<file path="src/rtl/uart_tx_if.sv">
// Handshake/data bundle between the loader control logic and the UART transmitter.
interface uart_tx_if #(parameter int DATA_BITS = 8);
  logic                 ticks;
  logic                 tx_start;
  logic [DATA_BITS-1:0] din;
  logic                 tx;
  logic                 tx_busy;
  logic                 tx_done_tick;

  modport master (output ticks, tx_start, din, input tx, tx_busy, tx_done_tick);
  modport slave  (input ticks, tx_start, din, output tx, tx_busy, tx_done_tick);
endinterface

</file>
<file path="src/rtl/uart_tx.sv">
// UART transmitter driven by a 16x oversampling tick: start, DATA_BITS data LSB first, stop.
// Define UART_TX_PARITY_EN to insert an even-parity bit after the last data bit.
module uart_tx #(
  parameter int DATA_BITS = 8,
  parameter int SB_TICK   = 16
) (
  input  logic       clock,
  input  logic       reset,
  uart_tx_if.slave   bus
);
  localparam int SW = (SB_TICK > 16) ? $clog2(SB_TICK) : 4;
  localparam int NW = $clog2(DATA_BITS);

`ifdef UART_TX_PARITY_EN
  typedef enum logic [2:0] {IDLE, START, DATA, PARITY, STOP} state_t;
`else
  typedef enum logic [2:0] {IDLE, START, DATA, STOP} state_t;
`endif

  state_t               state, state_n;
  logic [SW-1:0]        s, s_n;
  logic [NW-1:0]        n, n_n;
  logic [DATA_BITS-1:0] b, b_n;
  logic                 tx_q, tx_n;
  logic                 done_q, done_n;
`ifdef UART_TX_PARITY_EN
  logic                 par, par_n;
`endif

  always_ff @(posedge clock or negedge reset) begin
    if (!reset) begin
      state  <= IDLE;
      s      <= '0;
      n      <= '0;
      b      <= '0;
      tx_q   <= 1'b1;
      done_q <= 1'b0;
`ifdef UART_TX_PARITY_EN
      par    <= 1'b0;
`endif
    end else begin
      state  <= state_n;
      s      <= s_n;
      n      <= n_n;
      b      <= b_n;
      tx_q   <= tx_n;
      done_q <= done_n;
`ifdef UART_TX_PARITY_EN
      par    <= par_n;
`endif
    end
  end

  always_comb begin
    state_n = state;
    s_n     = s;
    n_n     = n;
    b_n     = b;
    done_n  = 1'b0;
`ifdef UART_TX_PARITY_EN
    par_n   = par;
`endif
    case (state)
      IDLE: if (bus.tx_start) begin
        b_n     = bus.din;
        s_n     = '0;
        state_n = START;
`ifdef UART_TX_PARITY_EN
        par_n   = ^bus.din;
`endif
      end
      START: if (bus.ticks) begin
        if (s == SW'(15)) begin
          s_n     = '0;
          n_n     = '0;
          state_n = DATA;
        end else s_n = s + SW'(1);
      end
      DATA: if (bus.ticks) begin
        if (s == SW'(15)) begin
          s_n = '0;
          b_n = b >> 1;
          if (n == NW'(DATA_BITS - 1))
`ifdef UART_TX_PARITY_EN
            state_n = PARITY;
`else
            state_n = STOP;
`endif
          else n_n = n + NW'(1);
        end else s_n = s + SW'(1);
      end
`ifdef UART_TX_PARITY_EN
      PARITY: if (bus.ticks) begin
        if (s == SW'(15)) begin
          s_n     = '0;
          state_n = STOP;
        end else s_n = s + SW'(1);
      end
`endif
      STOP: if (bus.ticks) begin
        if (s == SW'(SB_TICK - 1)) begin
          state_n = IDLE;
          done_n  = 1'b1;
        end else s_n = s + SW'(1);
      end
      default: state_n = IDLE;
    endcase

    // Line level follows the state being entered so tx is a clean flop output.
    case (state_n)
      START:   tx_n = 1'b0;
      DATA:    tx_n = b_n[0];
`ifdef UART_TX_PARITY_EN
      PARITY:  tx_n = par_n;
`endif
      default: tx_n = 1'b1;
    endcase
  end

  assign bus.tx           = tx_q;
  assign bus.tx_done_tick = done_q;
  assign bus.tx_busy      = (state != IDLE);
endmodule

</file>
<file path="src/flat_wrapper.sv">
// flat-port wrapper written by rule: the top's interface ports become plain ports
module uart_tx_flat 
#(
  parameter int DATA_BITS = 8,
  parameter int SB_TICK   = 16
)
  (clock, reset, bus_ticks, bus_tx_start, bus_din, bus_tx, bus_tx_busy, bus_tx_done_tick);
  uart_tx_if #(.DATA_BITS(DATA_BITS)) bus_i ();
  input  logic clock;
  input  logic reset;
  input wire logic [$bits(bus_i.ticks)-1:0] bus_ticks;
  input wire logic [$bits(bus_i.tx_start)-1:0] bus_tx_start;
  input wire logic [$bits(bus_i.din)-1:0] bus_din;
  output wire logic [$bits(bus_i.tx)-1:0] bus_tx;
  output wire logic [$bits(bus_i.tx_busy)-1:0] bus_tx_busy;
  output wire logic [$bits(bus_i.tx_done_tick)-1:0] bus_tx_done_tick;
  assign bus_i.ticks = bus_ticks;
  assign bus_i.tx_start = bus_tx_start;
  assign bus_i.din = bus_din;
  assign bus_tx = bus_i.tx;
  assign bus_tx_busy = bus_i.tx_busy;
  assign bus_tx_done_tick = bus_i.tx_done_tick;
  uart_tx #(.DATA_BITS(DATA_BITS), .SB_TICK(SB_TICK)) u_core (.clock(clock), .reset(reset), .bus(bus_i));
endmodule
</file>
<file path="config.mk">
export PLATFORM = sky130hd
export DESIGN_NAME = uart_tx_flat
export DESIGN_NICKNAME = d
export VERILOG_FILES = /design/src/rtl/uart_tx_if.sv /design/src/rtl/uart_tx.sv /design/src/flat_wrapper.sv
export SDC_FILE = /design/constraint.sdc
export NUM_CORES = 1
export LEC_CHECK = 0
export ABC_AREA = 1
export BUFFER_PORTS_ARGS = -buffer_cell sky130_fd_sc_hd__buf_2
export CORE_ASPECT_RATIO = 1.2
export CORE_MARGIN = 2
export CORE_UTILIZATION = 45
export DETAILED_ROUTE_END_ITERATION = 16
export GPL_TIMING_DRIVEN = 0
export SLEW_MARGIN = 30
export SYNTH_ARGS = -nofsm -noshare
export SYNTH_HDL_FRONTEND = slang
export SYNTH_SLANG_ARGS = --single-unit
</file>
<file path="constraint.sdc">
create_clock -name clock -period 2.6 [get_ports clock]
set_input_delay 0.13 -clock clock [delete_from_list [all_inputs] [get_ports clock]]
set_output_delay 0.13 -clock clock [all_outputs]
set_load 0.1 [all_outputs]
</file>
* Word-level counts from Yosys, hierarchy flattened *
Index checks and enable logic that the tools add are counted.

word-level totals
  bits in registers = 20
  latch bits = 0
  bits in writable memories = 0
  memory bits (read-only) = 0
  input bits = 12
  memories = 0

operators by class
  add/subtract/negate cells = 2
  multipliers = 0
  divide/modulo/power cells = 0
  order comparisons = 0
  equal/unequal tests = 16
  shifts and indexed selects = 0
  multiplexer cells = 29
  bitwise operators = 0
  reduce and logical (&&, ||, !) cells = 9

operator list
  kind                   number
  $mux W3                13
  $mux W8                3
  $mux W4                5
  $pmux W8 S2            1
  $ne A2 B2 Y1 const B   6
  $pmux W3 S4            1
  $pmux W4 S3            1
  $eq A3 B2 Y1 const B   3
  $eq A3 B1 Y1 const B   2
  $ne A2 B1 Y1 const B   3
  $pmux W3 S2            1
  $reduce_and A6 Y1      1
  $reduce_bool A3 Y1     2
  $reduce_and A5 Y1      1
  $add A4 B1 Y4 const B  1
  $eq A4 B4 Y1 const B   1
  $reduce_and A4 Y1      1
  $reduce_bool A2 Y1     2
  $add A3 B1 Y3 const B  1
  $eq A3 B3 Y1 const B   1
  $logic_not A3 Y1       1
  $mux W1                3
  $pmux W1 S2            1
  $reduce_or A2 Y1       1

* Logic depth before layout (Yosys ltp) *
Gate-level depths: netlist (run 1).

  word-level depth = 7
  mapped depth = 9

* Worst setup path before layout (run 1) *
Ideal clock, no wire load.

  path kind = flip-flop to flip-flop
  start point = reg u_core.state[0]
  end point = reg u_core.s[0]
  arrival time = 1805 ps
  slack = 668 ps
  stages on the path, launching flop included = 7
  path buffers = 0
  period minus slack after synthesis = 1932 ps
  cell sequence = dfrtp_1 nor2_2 nand2_1 o21ai_2 a21oi_4 nand2_1 o21ai_0

on the way
  longest elaborated chain between the ends = 4
  elaborated cells between the ends (all ways) = 12

RTL lines
  what                                                                 line           source
  from (decl)                                                          uart_tx.sv:20  state_t state, state_n;
  from (signal assigned)                                               uart_tx.sv:42  state <= state_n;
  $eq A3 B1 Y1 or $eq A3 B2 Y1 (tied branches)                         uart_tx.sv:63  case (state)
  $reduce_or A2 Y1 (no source line)                                    --
  $ne A2 B1 Y1 (no source line) or $reduce_bool A3 Y1 (tied branches)  --
  $reduce_and A5 Y1 (no source line)                                   --
  to (signal assigned)                                                 uart_tx.sv:43  s <= s_n;
  to (decl)                                                            uart_tx.sv:21  logic [SW-1:0] s, s_n;

Several ways; a longest one is shown, not always the timed one.
A chain may end at the register's enable or synchronous reset.

* Worst setup path in the final report (run 1) *
  start point = reg u_core.state[1]
  end point = out bus_tx_busy

on the way
  longest elaborated chain between the ends = 1

RTL lines
  what                line                source
  $reduce_bool A3 Y1  uart_tx.sv:122      assign bus.tx_busy = (state != IDLE);
  to (decl)           flat_wrapper.sv:15  output wire logic [$bits(bus_i.tx_busy)-1:0] bus_tx_busy;

Every way passes these cells.

==> results of run 1 <==
[logic make-up (layout without fill, tap and decap cells)]
logic type	Yosys count	count (layout)	share of synthesized area, %
simple gates	69	69	29.97
compound gates	20	20	12.83
flops	20	20	45.52
buf+inv	20	39	7.150
fa+ha+maj	3	3	3.406
other cells	1	1	0.3402
xor+xnor	1	1	0.7947
[registers in the layout (all words and copies together) (netlist names)]
signal and count:
u_core.bus.tx 1, u_core.n 3, u_core.state 3, u_core.bus.tx_done_tick 1, u_core.s 4, u_core.b 8
[worst paths after layout]
path / start / end / slack (ps) / cells past startpoint
worst max register to register: u_core.s[0] / u_core.bus.tx / 1050 / 8
worst min register to register: u_core.n[0] / u_core.n[0] / 510 / 1
max in group asynchronous: reset / u_core.bus.tx / 1960 / 2
min in group asynchronous: reset / u_core.s[1] / 300 / 2
worst min-delay path: bus_din[4] / u_core.b[4] / 30 / 3
worst max-delay path: u_core.state[1] / bus_tx_busy / 960 / 3
[through the flow]
step                utilization [%]  worst slack [ps]  cell area [µm²]
floorplan                         -             667.8             1102
global placement              52.52              1073             1211
detailed placement            52.52              1057             1211
CTS                           55.24             941.3             1274
global route                  55.24             848.9             1274
finish                        55.24             963.1             1274
[power by group]
part	total [W]	switching [W]	internal, W	leakage (nW)
logic	0.000121	0.0000830	0.0000383	0.349
clock network	0.000251	0.0000956	0.000156	0.0279
registers	0.000359	0.0000157	0.000344	0.259
[what timing repair did]
item	4_1_cts	5_1_grt
setup buffers	0	0
hold endpoints to repair	19	0
hold buffers	1	0
[per-layer routing]
metal / track usage, % / routed length (µm) / vias to the layer above
met5: 0 / 0 / -
met4: 8.571 / 16 / 0
met3: 2.577 / 63 / 2
met2: 33.01 / 1109 / 14
met1: 20.17 / 916 / 441
li1: - / - / 483
[layout by cell type (no fill, tap or decap), drive strengths merged]
cell type / netlist / final
a21oi: 3 / 3
buf: 1 / 15
bufinv: 0 / 1
clkbuf: 0 / 3
conb: 1 / 1
dfrtp: 19 / 19
dfstp: 1 / 1
dlygate4sd3: 0 / 1
ha: 3 / 3
inv: 19 / 19
nand2: 42 / 42
nand3: 15 / 15
nand4: 4 / 4
nor2: 8 / 8
o211ai: 1 / 1
o21ai: 9 / 9
o21bai: 1 / 1
o221ai: 5 / 5
o31ai: 1 / 1
xnor2: 1 / 1
[layout make-up]
cell class              count  area [µm²]
plain buffers               1       7.507
clock buffers               3       22.52
clock inverters             1       30.03
fillers                   232        1032
inverters                  19       71.32
multi-input cells          94       521.8
flip-flops and latches     20       501.7
well taps                  31       38.79
repair buffers             15       80.08
[critical path: cells and delay by family (launching register included)]
family,cells,cell delay (ps)
DFF,1,440
and+or+nand+nor,1,150
buffers and inverters,2,610
==> reports/metrics.csv, run 1 <==
metric;value;unit
status;finished clean;
ios;15;
cts_buffers;3;
clock_sinks;20;
drive_gt1_share;25.49;%
drt_iter0_markers;26;
synth_top_area_share;43.13;%
post_cts_resized;0;
p_leak;0.6359;nW
hold_viol_final;0;
viasPerCell;5.109;
crit_slowest_cell;dfrtp_1;
gp_congestion;0.7748;
ys_ff_latch;20;
rsz0062_at_grt;false;
end_kind;output pin;
cp.required;2470;ps
ys_types;24;
syn_nets;149;
cp-start-kind;flip-flop;
power;0.0007317;W
cts_root_buf;clkbuf_4;
placementRows;19;
drc;0;
io_buffers;14;
maxCapViolations;0;
slowest_delay;440;ps
core_area;0.002306;mm²
cp_max_fo;8;
arrival;1510;ps
grt_max_degree;21;
avgSynthCellArea;8.226;µm²
clkTransAtPathRegs;110;ps
fmax;0.6109;GHz
synth_warnings;0;
area_delta_synth_final;15.55;%
clkLatencyLatePin;300;ps
yosysMostFrequentCell;nand2_1;
die_h;58.22;µm
drt-total-wl;2.104;mm
path_cells;inv_1 -> nand2_1 -> buf_2;
path_class;reg2out;
peakVddDrop;0.3938;mV
via_count;940;
syn-cell-area;0.001102;mm²
yosys-top-cells-count;nand2_1, dfrtp_1, inv_1;
detail_route.wl_per_cell;11.43;µm
tns;0;ps
clock_skew;4.057;ps
synth_top_area_cell;dfrtp_1;
dr.pass1.iters;4;
fp.dieW;49.18;µm
synth_seq_area_share;45.52;%
grt_overflow;0;
synth-edff-count;0;
timing.hold.ws;32.56;ps
grt_antenna_before_repair;0;
h-tree-depth;1;
ys.flop_type;dfrtp_1;
fin_crit;1637;ps
grt_pass1_wl;3.946;mm
min_path_type;in2reg;
die_area;0.002863;mm²
ant_nets;0;
layout.cells.non_filler;184;
slew_violations;0;
dp_hpwl;1.658;mm
diodes;0;
clockBufferDepth;2;
syn-instance-count;134;
grt_pass1_vias;966;
grt_use_total;17.89;%
power_density;574.5;mW/mm²
synth_area_leaders;dfrtp_1, nand2_1, nand3_1, inv_1, o221ai_1;
cts_tree;yes;
setup_viol;0;
post-place-cells;179;
ys_async_sr_fraction;100.0;%
start_util;47.80;%
nNetsFinal;169;
timing.final.crit_share;62.96;%
Power figures use the tool's default switching activity.
==> run 2: changes to the inputs <==
--- a/config.mk
+++ b/config.mk
@@ -5,13 +5,14 @@
 export SDC_FILE = /design/constraint.sdc
 export NUM_CORES = 1
 export LEC_CHECK = 0
-export ABC_AREA = 1
+export ABC_AREA = 0
 export BUFFER_PORTS_ARGS = -buffer_cell sky130_fd_sc_hd__buf_2
 export CORE_ASPECT_RATIO = 1.2
 export CORE_MARGIN = 2
 export CORE_UTILIZATION = 45
 export DETAILED_ROUTE_END_ITERATION = 16
 export GPL_TIMING_DRIVEN = 0
+export PLACE_DENSITY = 0.68
 export SLEW_MARGIN = 30
 export SYNTH_ARGS = -nofsm -noshare
 export SYNTH_HDL_FRONTEND = slang
==> constraint.sdc (replaced) <==
create_clock -name clock -period 1.3 [get_ports clock]
set_input_delay 0.065 -clock clock [delete_from_list [all_inputs] [get_ports clock]]
set_output_delay 0.065 -clock clock [all_outputs]
set_load 0.1 [all_outputs]
==> reports/metrics.csv, run 2 <==
metric;value;unit
synth_seq_area_share;46.90;%
fin_crit;1632;ps
p_leak;0.7672;nW
synth_compound_area_share;21.99;%
ys_async_sr_fraction;100.0;%
synth_top_family_by_area;compound AO/OA/AOI/OAI gates;
cts_buffers;3;
setup_viol;20;
detail_route.wl_per_cell;15.83;µm
yosysMostFrequentCell;dfrtp_1;
grt_pass1_wl;4.429;mm
power_density;917.7;mW/mm²
slowest_delay;470;ps
nFillCells;162;
core_area;0.002282;mm²
power;0.001541;W
maxCapViolations;0;
crit_slowest_cell;dfrtp_2;
start_util;46.87;%
yosys.area_share.adder;3.509;%
area_delta_synth_final;56.96;%
rsz0062_at_grt;true;
end_kind;flip-flop;
synth-edff-count;0;
grt_overflow;0;
synth-simple-area-share;20.70;%
clkLatencyLatePin;310;ps
synth-xor-area-share;0.8187;%
placementRows;19;
syn-instance-count;101;
fp.dieW;48.51;µm
clock_skew;3.818;ps
timing.hold.ws;85.90;ps
place_ws;-463.8;ps
dr.pass1.iters;4;
synth_top_area_cell;dfrtp_1;
drive_gt1_share;56.76;%
grt_antenna_before_repair;0;
grt_use_total;20.59;%
worst_slack;-331.6;ps
ys.flop_type;dfrtp_1;
violations;setup timing;
via_count;1013;
cts_tree;yes;
path_common_cell;buf_6;
largest_reg_flops;8;
grt_max_degree;21;
grt_pass1_vias;994;
dp_hpwl;1.561;mm
clock_sinks;20;
yosys-top-cells-count;dfrtp_1, nand2_1, a22oi_1;
synth_area_leaders;dfrtp_1, nand2_1, a22oi_1, ha_1, dfstp_2;
min_path_type;in2reg;
hold_viol_final;0;
layout_commonest_cell;dfrtp_1;
fmax;0.6129;GHz
synthMuxAreaShare;2.105;%
cts_root_buf;clkbuf_4;
arrival;1860;ps
slew_violations;0;
gp_congestion;0.7685;
drt-total-wl;2.833;mm
drt_iter0_markers;11;
path_cells;buf_6 -> nor4b_4 -> buf_6 -> a32o_2 -> a2111oi_4 -> o22ai_1;
largestRegisters;u_core.b: 8 flops, u_core.s: 4 flops;
ant_nets;0;
avgSynthCellArea;10.59;µm²
nNetsFinal;164;
die_h;57.41;µm
cp-start-kind;flip-flop;
status;finished, violations left;
clockBufferDepth;2;
clkTransAtPathRegs;130;ps
synth_warnings;0;
diodes;0;
drc;0;
io_buffers;14;
ys_types;44;
path_class;reg2reg;
peakVddDrop;0.6127;mV
timing.final.crit_share;125.5;%
synth_top_area_share;44.44;%
h-tree-depth;1;
layout_common_cells;dfrtp_1, buf_4, buf_2;
viasPerCell;5.659;
ios;15;
die_area;0.002785;mm²
ys_ff_latch;20;
top_register;u_core.b;
syn-cell-area;0.001070;mm²
cp.required;1530;ps
cp_max_fo;4;
syn_nets;116;
[run 2: changes by cell type after synthesis, sizes merged, moves of 3 or more]
cell	previous run	this run
nand2	42	17
inv	19	1
nand3	15	2
a22oi	0	8
o21ai	9	2
o221ai	5	0
a31oi	0	3
nor2	8	5
nor2b	0	3
o2bb2ai	0	3
[run 2: timing repair]
action / 4_1_cts / 5_1_grt
hold buffers: 8 / 0
endpoints found under the setup margin: 21 / 20
endpoints found under the hold margin: 26 / 0
setup buffers: 18 / 5
gates resized for setup: 27 / 11
pin swaps: 16 / 7
[run 2: area by class of cell]
class                      instances  area (µm²)  share of cell area, %
timing repair buffer              45       370.4                  22.06
inverter                           1       3.754                 0.2235
tap                               31       38.79                  2.310
sequential                        20       503.0                  29.96
clock buffer                       3       22.52                  1.341
buffer                             3       30.03                  1.788
multi-input combinational         75       680.7                  40.54
clock inverter                     1       30.03                  1.788
[run 2: worst paths after layout]
path | cells after the start | endpoint | slack [ps] | startpoint
worst min-delay path | 3 | u_core.state[0] | 90 | bus_ticks
min in group asynchronous | 2 | u_core.state[1] | 210 | reset
worst max-delay path | 6 | u_core.bus.tx | -330 | u_core.state[0]
worst max register to register | 6 | u_core.bus.tx | -330 | u_core.state[0]
worst min register to register | 2 | u_core.b[3] | 510 | u_core.b[3]
max in group asynchronous | 2 | u_core.bus.tx | 750 | reset
[run 2: report_power, final]
part / internal [W] / total (W) / switching, W
sequential: 0.000675 / 0.000718 / 0.0000424
combinational: 0.000147 / 0.000295 / 0.000148
clock: 0.000312 / 0.000528 / 0.000216
total: 0.00113 / 0.00154 / 0.000406
[run 2: worst max-delay path, delay by kind of cell, from the launching register on]
kind	cells	cell delay [ps]
simple gates	1	370
flops	1	470
buf+inv	2	300
compound gates	3	410
[run 2: per-stage QoR]
stage | TNS [ps] | util, % | cells | instance area [µm²]
after global placement | -3058 | 54.33 | 146 | 1240
after global routing | -4074 | 73.57 | 179 | 1679
after CTS | -1911 | 70.12 | 174 | 1600
final | -3245 | 73.57 | 179 | 1679
after detailed placement | -3532 | 54.33 | 146 | 1240
after floorplan | -1656 | - | 101 | 1131
[run 2: kinds of logic after synthesis]
logic type,Yosys count
mux,2
compound gates,28
flops,20
fa+ha+maj,3
simple gates,40
buf+inv,6
xor+xnor,1
other cells,1
[run 2: per-layer routing]
| metal | vias to the layer above | GRT usage (%) | part of all wire (%) |
|---|---|---|---|
| met3 | 9 | 3.927 | 3.3 |
| met1 | 511 | 23.64 | 43 |
| met5 | - | 0 | 0 |
| li1 | 466 | - | - |
| met4 | 0 | 9.388 | 2.7 |
| met2 | 27 | 37.30 | 51 |
==> run 3: changes to the inputs <==
--- a/config.mk
+++ b/config.mk
@@ -7,7 +7,8 @@
 export LEC_CHECK = 0
 export ABC_AREA = 0
 export BUFFER_PORTS_ARGS = -buffer_cell sky130_fd_sc_hd__buf_2
-export CORE_ASPECT_RATIO = 1.2
+export CAP_MARGIN = 10
+export CORE_ASPECT_RATIO = 0.7
 export CORE_MARGIN = 2
 export CORE_UTILIZATION = 45
 export DETAILED_ROUTE_END_ITERATION = 16
==> reports/metrics.csv, run 3 (synthesis gave the netlist of run 2 again) <==
metric;value;unit
viasPerCell;5.863;
setup_viol;18;
multi_input_area;704.4;µm²
rsz0062_at_grt;true;
nFillCells;155;
grt_overflow;0;
fin_crit;1586;ps
fp.dieW;62.28;µm
r2r_cells;6;
h-tree-depth;1;
holdCritStartpoint;bus_din[0];
grt_antenna_before_repair;0;
cts_tree;yes;
post-place-cells;147;
violations;setup timing;
layout_common_cells;dfrtp_1, buf_4, buf_2;
start_util;48.47;%
diodes;0;
fmax;0.6306;GHz
clkTransAtPathRegs;120;ps
regToRegStartpoint;u_core.state[0];
clkLatencyLatePin;310;ps
cp-start-kind;flip-flop;
layout_commonest_cell;dfrtp_1;
dp_hpwl;1.582;mm
peakVddDrop;0.6004;mV
cp_max_fo;5;
io_buffers;14;
path_class;reg2reg;
drive_gt1_share;58.04;%
drt_iter0_markers;57;
clockBufferDepth;2;
p_leak;0.7422;nW
cts_root_buf;clkbuf_4;
clock_skew;4.861;ps
wl_met3;174;µm
largest_reg_flops;8;
final_util;75.17;%
maxCapViolations;0;
status;finished, violations left;
reg2reg_to;u_core.s[3];
layout.cells.non_filler;175;
die_area;0.002790;mm²
ios;15;
grt_max_degree;21;
min_path_type;in2reg;
drc;0;
final-seq-area;504.2;µm²
area_delta_synth_final;55.09;%
clock_sinks;20;
nNetsFinal;159;
arrival;1790;ps
ant_nets;0;
top_register;u_core.b;
maxUsedRoutingLayer;met4;
placementRows;14;
largestRegisters;u_core.b: 8 flops, u_core.s: 4 flops;
core_area;0.002207;mm²
cp.required;1510;ps
wl_met1;1.276;mm
gp_congestion;0.7854;
wl_met2;1.642;mm
hold_path_end;u_core.b[0];
hold_viol_final;0;
power_density;937.6;mW/mm²
via_count;1026;
grt_use_total;22.44;%
end_kind;flip-flop;
grt_pass1_wl;4.698;mm
timing.final.crit_share;122.0;%
dr.pass1.iters;4;
grt_pass1_vias;1024;
drt-total-wl;3.169;mm
detail_route.wl_per_cell;18.11;µm
slew_violations;0;
worst_slack;-285.9;ps
cts_buffers;3;
die_h;44.80;µm
min_path_cells;3;
r2r_slack;-290;ps
-- run 3: worst max path at each step --
stage                               start       endpoint  slack [ps]  cells past startpoint
final                     u_core.state[0]    u_core.s[3]        -290                      6
after global routing      u_core.state[0]    u_core.s[3]        -310                      6
after CTS                 u_core.state[0]    bus_tx_busy        -250                      3
after detailed placement  u_core.state[1]  u_core.bus.tx        -470                      4
after global placement    u_core.state[2]  u_core.bus.tx        -440                      4
after floorplan           u_core.state[2]  u_core.bus.tx        -260                      4
-- run 3: worst max-delay path: stages (launching register included) --
cell	delay (ps)
dfrtp_2	470
buf_6	140
nor3_1	340
a31oi_4	60
buf_4	150
a22oi_1	200
o2bb2ai_1	100
-- run 3: what timing repair did --
| item | 4_1_cts | 5_1_grt |
|---|---|---|
| pin swaps | 8 | 8 |
| buffers inserted | 14 | 4 |
| endpoints found under the setup margin | 21 | 19 |
| gates cloned | 1 | 0 |
| endpoints found under the hold margin | 26 | 0 |
| hold buffers | 8 | 0 |
| gates resized for setup | 29 | 15 |
-- run 3: power breakdown --
part | switching [W] | internal (W)
Sequential | 0.0000501 | 0.000675
Combinational | 0.000159 | 0.000150
Clock | 0.000209 | 0.000312
Total | 0.000418 | 0.00114
-- run 3: metal layers --
layer / vias up / global-route usage (%)
met2: 39 / 38.26
li1: 461 / -
met4: 0 / 13.78
met5: - / 0
met3: 10 / 6.733
met1: 516 / 26.00
-- run 3: final cells by class --
| cell class | instances | area share [%] |
|---|---|---|
| multi-input combinational | 76 | 42.46 |
| sequential | 20 | 30.39 |
| timing repair buffer | 39 | 19.16 |
| tap | 32 | 2.413 |
| buffer | 3 | 2.187 |
| clock inverter | 1 | 1.810 |
| clock buffer | 3 | 1.357 |
| inverter | 1 | 0.2262 |
-- run 3: per-stage QoR --
stage | total power [W] | TNS (ps) | hold WS, ps | worst slack, ps | area (µm²)
3_3_place_gp | 0.0008993 | -3236 | 36.07 | -438.3 | 1241
4_1_cts | 0.001501 | -1420 | 78.17 | -247.0 | 1577
3_5_place_dp | 0.0009096 | -3872 | 40.71 | -469.5 | 1241
5_1_grt | 0.001616 | -3196 | 131.6 | -310.6 | 1659
6_report | 0.001556 | -2450 | 136.2 | -285.9 | 1659
2_1_floorplan | 0.0008460 | -1656 | -230.6 | -257.4 | 1131
